File: config.mk
export PLATFORM = sky130hd
export DESIGN_NAME = sha256_msg_padder_flat
export DESIGN_NICKNAME = d
export VERILOG_FILES = /design/src/rtl/sha256_msg_padder_if.sv /design/src/rtl/sha256_msg_padder.sv /design/src/flat_wrapper.sv
export SDC_FILE = /design/constraint.sdc
export NUM_CORES = 1
export LEC_CHECK = 0
export CAP_MARGIN = 20
export CORE_ASPECT_RATIO = 0.75
export CORE_MARGIN = 5
export CORE_UTILIZATION = 25
export DETAILED_ROUTE_END_ITERATION = 8
export HOLD_SLACK_MARGIN = 0.03
export PLACE_DENSITY = 0.42
export REMOVE_ABC_BUFFERS = 1
export SKIP_LAST_GASP = 1
export SLEW_MARGIN = 20
export SYNTH_ARGS = -nofsm -noshare
export SYNTH_HDL_FRONTEND = slang
export SYNTH_SLANG_ARGS = --single-unit
File: constraint.sdc
create_clock -name iClk -period 4.1 [get_ports iClk]
set_input_delay 0.82 -clock iClk [delete_from_list [all_inputs] [get_ports iClk]]
set_output_delay 0.82 -clock iClk [all_outputs]
set_load 0.02 [all_outputs]
File: src/rtl/sha256_msg_padder_if.sv
// Stream-in / block-out bundle between a message source, the padder and the SHA-256 core wrapper.
// The slave modport is the padder's side; the master modport is the source/consumer side.
interface sha256_msg_padder_if;
   logic [31:0]  iData;
   logic         iValid;
   logic         iLast;
   logic [2:0]   iLastBytes;
   logic         oReady;
   logic [511:0] oBlock;
   logic         oBlockValid;
   logic         oBlockLast;
   logic         iBlockReady;

   modport slave (
      input  iData, iValid, iLast, iLastBytes, iBlockReady,
      output oReady, oBlock, oBlockValid, oBlockLast
   );

   modport master (
      output iData, iValid, iLast, iLastBytes, iBlockReady,
      input  oReady, oBlock, oBlockValid, oBlockLast
   );
endinterface

File: src/rtl/sha256_msg_padder.sv
// FIPS 180-4 message padder: packs 32-bit big-endian words into 512-bit blocks,
// appends 0x80, zero fill and the 64-bit bit length, and hands blocks out over valid/ready.
module sha256_msg_padder #(
   parameter int unsigned MAX_LEN_W = 64
) (
   input  logic                iClk,
   input  logic                iReset,
   sha256_msg_padder_if.slave  bus
);

   typedef enum logic [1:0] {S_FILL, S_PAD, S_LEN, S_OUT} state_t;

   state_t               r_state;
   state_t               w_state_next;
   logic [15:0][31:0]    r_buf;
   logic [4:0]           r_widx;
   logic [MAX_LEN_W-1:0] r_len;
   logic                 r_pad_pending;
   logic                 r_msg_ended;
   logic                 r_last;
   logic                 r_ready;

   logic                 w_accept;
   logic [4:0]           w_widx_inc;
   logic [2:0]           w_nbytes;
   logic [3:0]           w_keep;
   logic [31:0]          w_pad;
   logic [31:0]          w_word;
   logic [MAX_LEN_W-1:0] w_len_add;

   assign w_accept   = r_ready & bus.iValid;
   assign w_widx_inc = r_widx + 5'd1;
   assign w_nbytes   = (bus.iLast && (bus.iLastBytes < 3'd4)) ? bus.iLastBytes : 3'd4;
   assign w_len_add  = MAX_LEN_W'({w_nbytes, 3'b000});

   // Non-last words always carry 4 bytes, so the 0x80 marker only lands on a short last word.
   always_comb begin
      w_keep = 4'b1111;
      w_pad  = '0;
      case (w_nbytes)
         3'd0: begin w_keep = 4'b0000; w_pad = 32'h8000_0000; end
         3'd1: begin w_keep = 4'b1000; w_pad = 32'h0080_0000; end
         3'd2: begin w_keep = 4'b1100; w_pad = 32'h0000_8000; end
         3'd3: begin w_keep = 4'b1110; w_pad = 32'h0000_0080; end
         default: begin w_keep = 4'b1111; w_pad = '0; end
      endcase
      w_word = (bus.iData & {{8{w_keep[3]}}, {8{w_keep[2]}}, {8{w_keep[1]}}, {8{w_keep[0]}}}) | w_pad;
   end

   always_comb begin
      w_state_next = r_state;
      case (r_state)
         S_FILL: begin
            if (w_accept) begin
               if (bus.iLast) begin
                  if (w_nbytes != 3'd4)        w_state_next = S_LEN;
                  else if (w_widx_inc < 5'd16) w_state_next = S_PAD;
                  else                         w_state_next = S_OUT;
               end else if (w_widx_inc == 5'd16) begin
                  w_state_next = S_OUT;
               end
            end
         end
         S_PAD: w_state_next = S_LEN;
         S_LEN: w_state_next = S_OUT;
         S_OUT: begin
            if (bus.iBlockReady) begin
               if (r_last)             w_state_next = S_FILL;
               else if (r_pad_pending) w_state_next = S_PAD;
               else if (r_msg_ended)   w_state_next = S_LEN;
               else                    w_state_next = S_FILL;
            end
         end
         default: w_state_next = S_FILL;
      endcase
   end

   // oReady is registered so it stays low for the whole reset cycle and rises one cycle later.
   always_ff @(posedge iClk) begin
      if (iReset) begin
         r_state <= S_FILL;
         r_ready <= 1'b0;
      end else begin
         r_state <= w_state_next;
         r_ready <= (w_state_next == S_FILL);
      end
   end

   always_ff @(posedge iClk) begin
      if (iReset) begin
         r_buf         <= '0;
         r_widx        <= '0;
         r_len         <= '0;
         r_pad_pending <= 1'b0;
         r_msg_ended   <= 1'b0;
         r_last        <= 1'b0;
      end else begin
         case (r_state)
            S_FILL: begin
               if (w_accept) begin
                  r_buf[r_widx[3:0]] <= w_word;
                  r_widx             <= w_widx_inc;
                  r_len              <= r_len + w_len_add;
                  if (bus.iLast) begin
                     r_msg_ended   <= 1'b1;
                     r_pad_pending <= (w_nbytes == 3'd4);
                  end
               end
            end
            S_PAD: begin
               r_buf[r_widx[3:0]] <= 32'h8000_0000;
               r_widx             <= w_widx_inc;
               r_pad_pending      <= 1'b0;
            end
            S_LEN: begin
               // Length needs words 14 and 15 free; otherwise it spills into a fresh block.
               if (r_widx <= 5'd14) begin
                  r_buf[14] <= r_len[63:32];
                  r_buf[15] <= r_len[31:0];
                  r_last    <= 1'b1;
               end
            end
            S_OUT: begin
               if (bus.iBlockReady) begin
                  r_buf  <= '0;
                  r_widx <= '0;
                  r_last <= 1'b0;
                  if (r_last) begin
                     r_len       <= '0;
                     r_msg_ended <= 1'b0;
                  end
               end
            end
            default: ;
         endcase
      end
   end

   assign bus.oReady      = r_ready;
   assign bus.oBlock      = r_buf;
   assign bus.oBlockValid = (r_state == S_OUT);
   assign bus.oBlockLast  = r_last;

endmodule

File: src/flat_wrapper.sv
// flat-port wrapper written by rule: the top's interface ports become plain ports
module sha256_msg_padder_flat 
#(
   parameter int unsigned MAX_LEN_W = 64
)
  (iClk, iReset, bus_iData, bus_iValid, bus_iLast, bus_iLastBytes, bus_iBlockReady, bus_oReady, bus_oBlock, bus_oBlockValid, bus_oBlockLast);
  sha256_msg_padder_if bus_i ();
  input  logic iClk;
  input  logic iReset;
  input wire logic [$bits(bus_i.iData)-1:0] bus_iData;
  input wire logic [$bits(bus_i.iValid)-1:0] bus_iValid;
  input wire logic [$bits(bus_i.iLast)-1:0] bus_iLast;
  input wire logic [$bits(bus_i.iLastBytes)-1:0] bus_iLastBytes;
  input wire logic [$bits(bus_i.iBlockReady)-1:0] bus_iBlockReady;
  output wire logic [$bits(bus_i.oReady)-1:0] bus_oReady;
  output wire logic [$bits(bus_i.oBlock)-1:0] bus_oBlock;
  output wire logic [$bits(bus_i.oBlockValid)-1:0] bus_oBlockValid;
  output wire logic [$bits(bus_i.oBlockLast)-1:0] bus_oBlockLast;
  assign bus_i.iData = bus_iData;
  assign bus_i.iValid = bus_iValid;
  assign bus_i.iLast = bus_iLast;
  assign bus_i.iLastBytes = bus_iLastBytes;
  assign bus_i.iBlockReady = bus_iBlockReady;
  assign bus_oReady = bus_i.oReady;
  assign bus_oBlock = bus_i.oBlock;
  assign bus_oBlockValid = bus_i.oBlockValid;
  assign bus_oBlockLast = bus_i.oBlockLast;
  sha256_msg_padder #(.MAX_LEN_W(MAX_LEN_W)) u_core (.iClk(iClk), .iReset(iReset), .bus(bus_i));
endmodule
Yosys cells after proc, flatten, opt, wreduce, memory -nomap -nowiden
Cells that the tools add are included.
{ "word_totals": {"regBits": 587, "inputBits": 40} }
{ "op_classes": {"eq_ne": 14, "bitwise_logic": 6, "mux": 39, "reduce_logical": 15, "add_sub_neg": 2, "order_cmp": 5} }
{ "ops": {"columns": ["operator", "count"], "rows": [
  ["$pmux 448 s3", 1],
  ["$mux 512", 2],
  ["$bwmux 512", 1],
  ["$and 496x496->496", 1],
  ["$not 496->496", 1],
  ["$mux 64", 4],
  ["$pmux 64 s4", 1],
  ["$demux 32 s4", 1],
  ["$pmux 32 s4", 1],
  ["$pmux 64 s2", 1],
  ["$add 64x6->64", 1],
  ["$and 32x32->32", 1],
  ["$mux 32", 1],
  ["$or 32x32->32", 1],
  ["$mux 2", 9],
  ["$or 16x16->16", 1],
  ["$pmux 4 s4", 1],
  ["$pmux 5 s3", 1],
  ["$reduce_and 3->1", 4],
  ["$mux 5", 2],
  ["$mux 1", 8],
  ["$pmux 2 s4", 1],
  ["$eq 3x2->1 const B", 2],
  ["$ne 2x1->1 const B", 3],
  ["other kinds (23)", 31]
]} }

Depth between registers and ports, before layout
Gate-level depths: netlist (run 1).
{ "logic_depth": {"word_depth": 10, "ltp_mapped": 12, "ltp_nobuf": 9} }

Worst setup path after synthesis (run 1)
OpenSTA, ideal clock, no wires.
{ "synth_path": {"path_kind": "in2reg", "startpoint": "input port bus_iLast", "endpoint": "register u_core.r_len[59]", "path_buffers": 2, "slack_ns": 0.922, "required_time_ns": 4.030, "arrival_time_ns": 3.107, "stages": 11, "path_cell_list": "buf_2 > nor2b_1 > clkbuf_1 > nand2_1 > xnor2_1 > ha_1 > nor2_1 > a221oi_4 > nand4_2 > or4_1 > a21oi_1"} }
{ "synth_via": {"elab_chain_len": 5} }
{ "synth_rtl": {"columns": ["item", "line_no", "rtl"], "rows": [
  ["start, declared", "flat_wrapper.sv:12", "input wire logic [$bits(bus_i.iLast)-1:0] bus_iLast;"],
  ["$logic_and 1x1->1", "sha256_msg_padder.sv:33", "assign w_nbytes = (bus.iLast && (bus.iLastBytes < 3'd4)) ? bus.iLastBytes : 3'd4;"],
  ["$mux 3", "sha256_msg_padder.sv:33", null],
  ["$add 64x6->64", "sha256_msg_padder.sv:103", "r_len <= r_len + w_len_add;"],
  ["$mux 64", "sha256_msg_padder.sv:100", "if (w_accept) begin"],
  ["$pmux 64 s2", "sha256_msg_padder.sv:98", "case (r_state)"],
  ["end signal, assigned", "sha256_msg_padder.sv:103", null],
  ["end, declared", "sha256_msg_padder.sv:17", "logic [MAX_LEN_W-1:0] r_len;"]
]} }
No other way between the ends. The select of a mux whose other input is x is not followed.
A chain may end at the register's enable or synchronous reset.

Final worst setup path (run 1)
{ "layout_path": {"startpoint": "register u_core.r_state[0]", "endpoint": "output port bus_oBlockValid"} }
{ "layout_via": {"elab_chain_len": 1} }
{ "layout_rtl": {"columns": ["item", "line_no", "rtl"], "rows": [
  ["start, declared", "sha256_msg_padder.sv:13", "state_t r_state;"],
  ["start signal, assigned", "sha256_msg_padder.sv:84", "r_state <= w_state_next;"],
  ["$eq 2x2->1", "sha256_msg_padder.sv:141", "assign bus.oBlockValid = (r_state == S_OUT);"],
  ["end, declared", "flat_wrapper.sv:17", "output wire logic [$bits(bus_i.oBlockValid)-1:0] bus_oBlockValid;"]
]} }
No other way between the ends.

==> results of run 1 <==
-- layer usage --
layer / part of all wire / up-vias / wire, µm / global-route usage
li1: - / 9741 / - / -
met1: 0.46 / 10648 / 50470 / 0.3086
met2: 0.43 / 870 / 46680 / 0.3300
met3: 0.089 / 142 / 9703 / 0.06304
met4: 0.024 / 10 / 2661 / 0.05461
met5: 0.00053 / - / 58 / 0
-- where the power goes --
part | internal (W) | switching, W
clock | 0.00344 | 0.00256
combinational | 0.000423 | 0.00123
sequential | 0.00575 | 0.0000928
total | 0.00961 | 0.00388
-- flip-flops by register name, summed over array words and instances, names as in the netlist --
signal                 flops
u_core.r_state             2
u_core.bus.oBlock        512
u_core.bus.oBlockLast      1
u_core.r_widx              5
u_core.bus.oReady          1
u_core.r_msg_ended         1
u_core.r_pad_pending       1
u_core.r_len              61
-- worst max-delay path, delay by kind of cell (launching register included) --
family | cells | cell delay [ns]
buf+inv | 1 | 0.76
flops | 1 | 0.71
simple gates | 1 | 0.68
-- metrics by stage --
stage          utilization  std cells  setup WS, ns
4_1_cts             0.3567       4118        0.4122
3_3_place_gp        0.3320       3999        0.4696
6_report            0.3568       4121        0.5206
5_1_grt             0.3567       4118        0.4441
3_5_place_dp        0.3321       3999        0.3804
2_1_floorplan            -       2195        0.4049
-- placed cells by master, fill, tap and decap left out, types with 5 or more instances in the layout --
master	count
xnor2_1	5
inv_6	5
nor3b_2	20
clkdlybuf4s50_1	553
o21ai_0	35
nor3_1	16
a21oi_1	96
clkbuf_16	67
a211oi_4	7
nand2_1	99
nand2b_1	6
or4_1	17
and3_1	23
ha_1	7
buf_4	95
nand4_1	20
o22ai_1	12
nor2_1	470
inv_1	23
clkinv_2	14
xor2_1	17
a22o_1	71
a211oi_1	5
and2_1	6
or3_1	25
and4_1	5
o31ai_1	16
clkbuf_8	16
dfxtp_1	582
nand3_1	76
clkbuf_1	11
a22oi_1	406
mux2i_1	13
a21o_1	40
a31oi_1	5
-- worst max-delay path by stage --
stage | slack [ns] | startpoint | endpoint
floorplan | 0.40 | bus_iLast | u_core.r_len[59]
global placement | 0.47 | bus_iBlockReady | u_core.bus.oBlock[381]
detailed placement | 0.38 | bus_iBlockReady | u_core.bus.oBlock[352]
CTS | 0.41 | u_core.r_state[0] | bus_oBlockValid
global route | 0.44 | u_core.r_state[0] | bus_oBlockValid
finish | 0.52 | u_core.r_state[0] | bus_oBlockValid
-- cell families (layout without fill, tap and decap cells) --
family / count (synthesis) / count (layout) / share of synthesized area
AO/OA/AOI/OAI: 723 / 723 / 0.2347
XOR/XNOR: 22 / 22 / 0.008671
adder cells (fa/ha/maj): 7 / 7 / 0.003941
buffers and inverters: 277 / 794 / 0.05062
flip-flops: 584 / 584 / 0.5261
multiplexers: 13 / 13 / 0.005856
other: 0 / 3 / 0
AND/OR/NAND/NOR: 823 / 823 / 0.1701
-- final cells by class --
cell class,count,share of cell area
antenna,3,0.0002392
clock buffer,94,0.06175
clock inverter,25,0.007056
inverter,23,0.002751
multi-input combinational,1588,0.3081
sequential,584,0.3727
tap,1152,0.04593
timing repair buffer,652,0.2015
==> out/summary.md, run 1 <==
### Placed design
* 29220 µm² — placed cell areas
* 74.14 mm — Final HPWL DP
* 554 — port bufs
* 0.8066 — Routability Congestion

### Route
* 1878 — initial DRC count
* 0 — Residual DRC
* 5 — number of detailed-routing iterations run before antenna repair
* 5.196 — detail-routed via count per cell
* 21411 — number of vias after detailed routing
* 109.6 mm — drt total wl
* 0 — number of antenna-violating nets in the routed design
* 26.59 µm — post-DR wirelength/cell

### Synth
* 0 — share of flip-flops with an asynchronous set or reset
* 584 — number of storage elements in the synthesis netlist
* dfxtp_1 — most repeated cell in the gate-level netlist after synthesis
* 2449 — number of cells produced by synthesis
* dfxtp_1 (53%), a22oi_1 (14%), nor2_1 (8.0%) — ranking of synthesized cells by area
* dfxtp_1 (584), nor2_1 (472), a22oi_1 (406) — list of most frequent post-synthesis cells
* 22220 µm² — summed instance area of the synthesized netlist
* 0.5261 — area share of the largest cell type after synthesis
* 0 — number of synthesized flops with an enable pin
* 9.074 µm² — mean instance size in the synthesized netlist
* 67 — number of unique standard cell types used by synthesis
* 0 — Yosys Warn Count
* dfxtp_1 — most instantiated flip-flop cell in the synthesis netlist
* dfxtp_1 — cell type with the largest total area after synthesis
* 0.5261 — fraction of the yosys area taken by sequential cells

### Cells and area
* 2962 — Net count, final
* 9671 µm² — multi-input logic area
* 11700 µm² — sequential standard cell area
* 8942 — Filler Cell Count
* 0.08968 — share of final-layout standard cells stronger than drive strength 1
* 31390 µm² — final instance area
* 41.24% — Area growth syn-to-layout

### Die
* 555 — # IOs
* 0.2526 — effective utilization at floorplan
* 94 — Row Count
* 87970 µm² — Floorplan Core Area
* 95010 µm² — area of the die
* 354.3 µm — die span in x
* 268.2 µm — Die Span Y

### Pwr
* 0.2660 mV — largest voltage drop on the vdd net
* 0.01349 W — total power consumption of the routed design
* 11.06 nW — Leakage Power
* 429.9 nW/µm² — power per cell area

### Min path
* flop to flop — Min-Delay Path Class
* 1 — depth of the worst hold-timing path
* u_core.bus.oBlock[500] — min-delay src
* u_core.bus.oBlock[500] — worst-case hold path end point

### Global routing
* 0 — GRT Residual Overflow
* 153.5 mm — first-pass GRT wire length
* 19 — initial antenna violation count
* 0.2188 — total routing usage reported by global routing
* 203 — pin count of the biggest net entering global routing
* 20225 — number of global-route vias before repair

### Worst setup path
* clkdlybuf4s50_1 — critical-path cell with the highest stage delay
* 36 — largest fanout on the critical path
* 3.28 ns — CP required
* u_core.r_widx[3] — Reg2Reg Launch Point
* primary output — category of the worst setup path capture point
* 5 — path depth of the worst reg2reg path
* flop — startpoint types
* and2_0, clkdlybuf4s50_1 — ordered list of cells on the worst path
* u_core.bus.oBlock[382] — destination of the worst register-to-register timing path
* flop to primary output — critical path class
* 2.76 ns — worst endpoint data arrival time
* 0.76 ns — delay of the slowest cell on the worst path
* 1.21 ns — internal reg-to-reg setup slack

### STA
* 1.147 ns — slew at the pin closest to its max-slew limit
* 279.4 MHz — highest achievable clock rate
* 0 — count of endpoints failing setup in the final report
* 0.8730 — share of the cycle needed by the critical path after routing
* no — setup repair after global routing missed its margin
* 0 — final hold violation count
* 0 — number of max-slew violations in the final report
* 0 ns — TNS Setup
* 0.4445 ns — final hold slack
* 3.579 ns — post-layout min period
* 0.02146 ns — clock skew after layout
* 0.2334 — Slew Limit Headroom

### Clocking
* 3 — worst-case clock buffer depth
* 0 — number of buffers inserted to repair setup after CTS
* 0 — post-CTS sizing
* yes — CTS tree
* 0.61 ns — clock latency at the later pin of the worst-skew pair
* 0.06 ns — Clock Pin Slew Worst Setup and Hold Paths
* 3 — Max H-tree Level
* 584 — clock sink total
* 0 — hold_buf cts
* 66 — TritonCTS buffer count
* clkbuf_16 — cell at the root of the clock tree

### Flow run
* 0 — total of max-cap violations

### Status
* complete, no violations — result of the run

No activity file was read; power rests on OpenSTA's default activity.
==> inputs of run 2 (changes only) <==
CORE_MARGIN = 2   (was 5)
CORE_UTILIZATION = 40   (was 25)
PLACE_DENSITY = 0.63   (was 0.42)
==> run 2 against run 1 <==
Compared with the run above: utilization rose by 20 points; die area fell by 40%; total power down 4.0%; routed wire length shrank 12%; cell area down 2.4%; clock power shrank 7.5%.
==> out/summary.md, run 2 (synthesized netlist as in run 1, its figures left out) <==
### Global routing
* 170 — pin count of the biggest net entering global routing
* 137.4 mm — first-pass GRT wire length
* 20101 — number of global-route vias before repair
* 0 — GRT Residual Overflow
* 0.3180 — total routing usage reported by global routing
* 7 — initial antenna violation count

### STA
* 0.03382 ns — clock skew after layout
* no — setup repair after global routing missed its margin
* 0 — count of endpoints failing setup in the final report
* 3.540 ns — post-layout min period
* 1.070 ns — slew at the pin closest to its max-slew limit
* 0 — final hold violation count
* 0.2801 — Slew Limit Headroom
* 0 ns — TNS Setup
* 0.8634 — share of the cycle needed by the critical path after routing
* 282.5 MHz — highest achievable clock rate
* 0 — number of max-slew violations in the final report

### Route
* 26.18 µm — post-DR wirelength/cell
* 2521 — initial DRC count
* 21670 — number of vias after detailed routing
* 96.17 mm — drt total wl
* 0 — Residual DRC
* 0 — number of antenna-violating nets in the routed design
* 5.898 — detail-routed via count per cell
* 6 — number of detailed-routing iterations run before antenna repair

### Die
* 276.2 µm — die span in x
* 0.4061 — effective utilization at floorplan
* 208.1 µm — Die Span Y
* 54720 µm² — Floorplan Core Area
* 555 — # IOs
* 74 — Row Count
* 57470 µm² — area of the die

### Worst setup path
* primary output — category of the worst setup path capture point
* 47 — largest fanout on the critical path
* 2.72 ns — worst endpoint data arrival time
* flop to primary output — critical path class
* and2_0, buf_4, clkdlybuf4s50_1 — ordered list of cells on the worst path
* 0.92 ns — delay of the slowest cell on the worst path
* flop — startpoint types
* dfxtp_2 — critical-path cell with the highest stage delay
* 3.28 ns — CP required

### Clocking
* 58 — TritonCTS buffer count
* yes — CTS tree
* 0 — post-CTS sizing
* 3 — worst-case clock buffer depth
* 584 — clock sink total
* clkbuf_16 — cell at the root of the clock tree
* 0 — hold_buf cts
* 0.06 ns — Clock Pin Slew Worst Setup and Hold Paths
* 2 — Max H-tree Level
* 0 — number of buffers inserted to repair setup after CTS
* 0.63 ns — clock latency at the later pin of the worst-skew pair

### Cells and area
* 30650 µm² — final instance area
* 2955 — Net count, final
* dfxtp_1 — most common cell after layout, fill and taps aside
* 512 — max FFs per register
* 37.92% — Area growth syn-to-layout
* dfxtp_1 (582), clkdlybuf4s50_1 (553), nor2_1 (470), a22oi_1 (406), nand2_1 (99) — most frequent cells in the layout
* 0.08576 — share of final-layout standard cells stronger than drive strength 1

### Placed design
* 28670 µm² — placed cell areas
* 65.33 mm — Final HPWL DP
* 0.9023 — Routability Congestion
* 554 — port bufs

### Pwr
* 0.3085 mV — largest voltage drop on the vdd net
* 422.5 nW/µm² — power per cell area
* 10.96 nW — Leakage Power

### Status
* complete, no violations — result of the run

### Min path
* flop to flop — Min-Delay Path Class

### Flow run
* 0 — total of max-cap violations

==> run 2: cell types whose count changed in the layout (fill, tap and decap cells not counted), moves of 2 or more <==
cell,change
clkbuf_16,-9
clkinv_2,-8
bufinv_16,+3
buf_4,+2
clkbuf_1,-2
inv_6,-2
==> run 2: power breakdown <==
group          switching, W  internal (W)
sequential         0.000107       0.00575
clock               0.00234       0.00321
combinational       0.00113      0.000414
==> run 2: through the flow <==
step	util	hold slack, ns	total power, W	instances	setup slack (ns)
after floorplan	-	0.4422	0.006560	2195	0.4049
after global placement	0.5238	0.4364	0.007468	3570	0.4931
after detailed placement	0.5239	0.4379	0.007484	3570	0.3897
after CTS	0.5598	0.4519	0.01297	3672	0.5811
after global routing	0.5600	0.4746	0.01329	3672	0.5102
final	0.5601	0.4455	0.01295	3674	0.5600
==> run 2: routing by layer <==
layer  part of all wire  wire length [µm]  global-route usage  up-vias
met5            0.00014                13                   0        -
met4              0.032              3121              0.1099        2
met3               0.11             11050              0.1125      178
met2               0.43             41480              0.4772     1165
met1               0.42             40500              0.4233    10616
li1                   -                 -                   -     9709
==> run 2: worst max-delay path: cells and delay by family, from the launching register on <==
kind / cells / cell delay, ns
simple gates: 1 / 0.32
flops: 1 / 0.92
buf+inv: 2 / 0.83
==> run 2: cell type report <==
cell class                      instances  area (µm²)
Clock inverter                         18       246.5
Clock buffer                           84        1719
Inverter                               23       86.33
Timing Repair Buffer                  653        6319
Sequential cell                       584       11700
Antenna cell                            2       5.005
Tap cell                              722       903.4
Fill cell                            4828       24070
Multi-Input combinational cell       1588        9672
==> run 2: path summary, 6_finish.rpt <==
check / slack (ns) / startpoint / cells after the start / to
worst max-delay path: 0.56 / u_core.r_state[1] / 3 / bus_oBlockValid
worst min-delay path: 0.45 / u_core.bus.oBlock[486] / 1 / u_core.bus.oBlock[486]
worst max register to register: 1.16 / u_core.r_state[1] / 5 / u_core.r_len[58]
worst min register to register: 0.45 / u_core.bus.oBlock[486] / 1 / u_core.bus.oBlock[486]
==> inputs of run 3 (changes only) <==
CORE_UTILIZATION = 49   (was 40)
PLACE_DENSITY = 0.76   (was 0.63)
==> run 3 against run 2 <==
Compared with the run above: via count grew 2.2%; clock power is 4.0% lower; highest routed layer is now met4; largest cell class unchanged; worst setup slack improved by 0.32 ns; routed wire length down 3.9%.
==> out/summary.md, run 3 (synthesized netlist as in run 1, its figures left out) <==
### Min path
* 1 — depth of the worst hold-timing path
* flop to flop — Min-Delay Path Class

### STA
* 0 — number of max-slew violations in the final report
* 0.01562 ns — clock skew after layout
* 0.4525 ns — final hold slack
* 0 — count of endpoints failing setup in the final report
* 3.223 ns — post-layout min period
* 0.1895 — Slew Limit Headroom
* 0.7861 — share of the cycle needed by the critical path after routing
* 0 ns — TNS Setup
* 0 — final hold violation count
* 1.210 ns — slew at the pin closest to its max-slew limit
* no — setup repair after global routing missed its margin
* 310.3 MHz — highest achievable clock rate

### Die
* 47090 µm² — area of the die
* 555 — # IOs
* 67 — Row Count
* 188.4 µm — Die Span Y
* 44680 µm² — Floorplan Core Area
* 249.9 µm — die span in x
* 0.4973 — effective utilization at floorplan

### Global routing
* 134.6 mm — first-pass GRT wire length
* 2 — initial antenna violation count
* met2 — GR peak layer
* 0.5597 — met2 demand-to-capacity share in global routing
* 0 — GRT Residual Overflow
* 20396 — number of global-route vias before repair
* 0.5140 — routing usage on met1
* 0.3746 — total routing usage reported by global routing
* 0.1042 — met3 usage
* 189 — pin count of the biggest net entering global routing

### Cells and area
* dfxtp_1 — most common cell after layout, fill and taps aside
* 512 — max FFs per register
* 0.08347 — share of final-layout standard cells stronger than drive strength 1
* 9684 µm² — multi-input logic area
* 36.86% — Area growth syn-to-layout
* 3501 — Filler Cell Count
* 2954 — Net count, final
* 30410 µm² — final instance area
* 11690 µm² — sequential standard cell area
* dfxtp_1 (582), clkdlybuf4s50_1 (553), nor2_1 (470), a22oi_1 (406), nand2_1 (99) — most frequent cells in the layout
* 0.6806 — core occupancy in the finished layout

### Route
* 0 — number of antenna-violating nets in the routed design
* 6.270 — detail-routed via count per cell
* 22157 — number of vias after detailed routing
* 2972 — initial DRC count
* 92.38 mm — drt total wl
* 0 — Residual DRC
* 26.14 µm — post-DR wirelength/cell
* 7 — number of detailed-routing iterations run before antenna repair

### Worst setup path
* 0.72 ns — delay of the slowest cell on the worst path
* 7 — path depth of the worst reg2reg path
* flop to primary output — critical path class
* 1 — buffering stage count on the worst path with inverters included
* 2.40 ns — worst endpoint data arrival time
* clkdlybuf4s50_1 — critical-path cell with the highest stage delay
* flop — startpoint types
* 3.28 ns — CP required
* 2 — CP Depth
* buffers and inverters — gate family responsible for the most delay along the worst path
* primary output — category of the worst setup path capture point
* 16 — largest fanout on the critical path
* and2_0, clkdlybuf4s50_1 — ordered list of cells on the worst path

### Clocking
* 0.59 ns — clock latency at the later pin of the worst-skew pair
* 3 — worst-case clock buffer depth
* 0 — hold_buf cts
* 584 — clock sink total
* 2 — Max H-tree Level
* 0.07 ns — Clock Pin Slew Worst Setup and Hold Paths
* 0 — post-CTS sizing
* 0 — number of buffers inserted to repair setup after CTS
* 56 — TritonCTS buffer count
* clkbuf_16 — cell at the root of the clock tree
* yes — CTS tree

### Placed design
* 28530 µm² — placed cell areas
* 63.23 mm — Final HPWL DP
* 554 — port bufs
* 0.9414 — Routability Congestion

### Flow run
* 0 — total of max-cap violations

### Status
* complete, no violations — result of the run

### Pwr
* 0.3746 mV — largest voltage drop on the vdd net
* 10.93 nW — Leakage Power
* 418.3 nW/µm² — power per cell area
* 0.01272 W — total power consumption of the routed design

[run 3: layer usage]
metal	share of wire	routed length, µm
met1	0.40	37330
met2	0.43	39750
met3	0.13	11560
met4	0.041	3747
met5	0	0
[run 3: through the flow]
step | instances | worst slack, ns
finish | 3534 | 0.8771
global placement | 3430 | 0.2550
CTS | 3532 | 0.9081
floorplan | 2195 | 0.4049
global route | 3534 | 0.8153
detailed placement | 3434 | 0.4520
[run 3: where the power goes]
group | internal (W) | total (W) | switching, W
Combinational | 0.000433 | 0.00158 | 0.00115
Sequential | 0.00575 | 0.00581 | 0.0000655
Clock | 0.00310 | 0.00533 | 0.00222
[run 3: area by class of cell]
| class | count | area share |
|---|---|---|
| sequential | 584 | 0.3845 |
| multi-input combinational | 1588 | 0.3184 |
| timing repair buffer | 654 | 0.2086 |
| clock buffer | 84 | 0.05484 |
| tap | 586 | 0.02411 |
| clock inverter | 14 | 0.006542 |
| inverter | 23 | 0.002839 |
| antenna | 1 | 0.00008228 |
[run 3: path summary, 6_finish.rpt]
kind,start,to,slack [ns]
setup / recovery,u_core.r_state[0],bus_oBlockValid,0.88
hold / removal,u_core.bus.oBlock[509],u_core.bus.oBlock[509],0.45
setup reg to reg,u_core.r_state[0],u_core.bus.oBlock[357],1.22
hold reg to reg,u_core.bus.oBlock[509],u_core.bus.oBlock[509],0.45
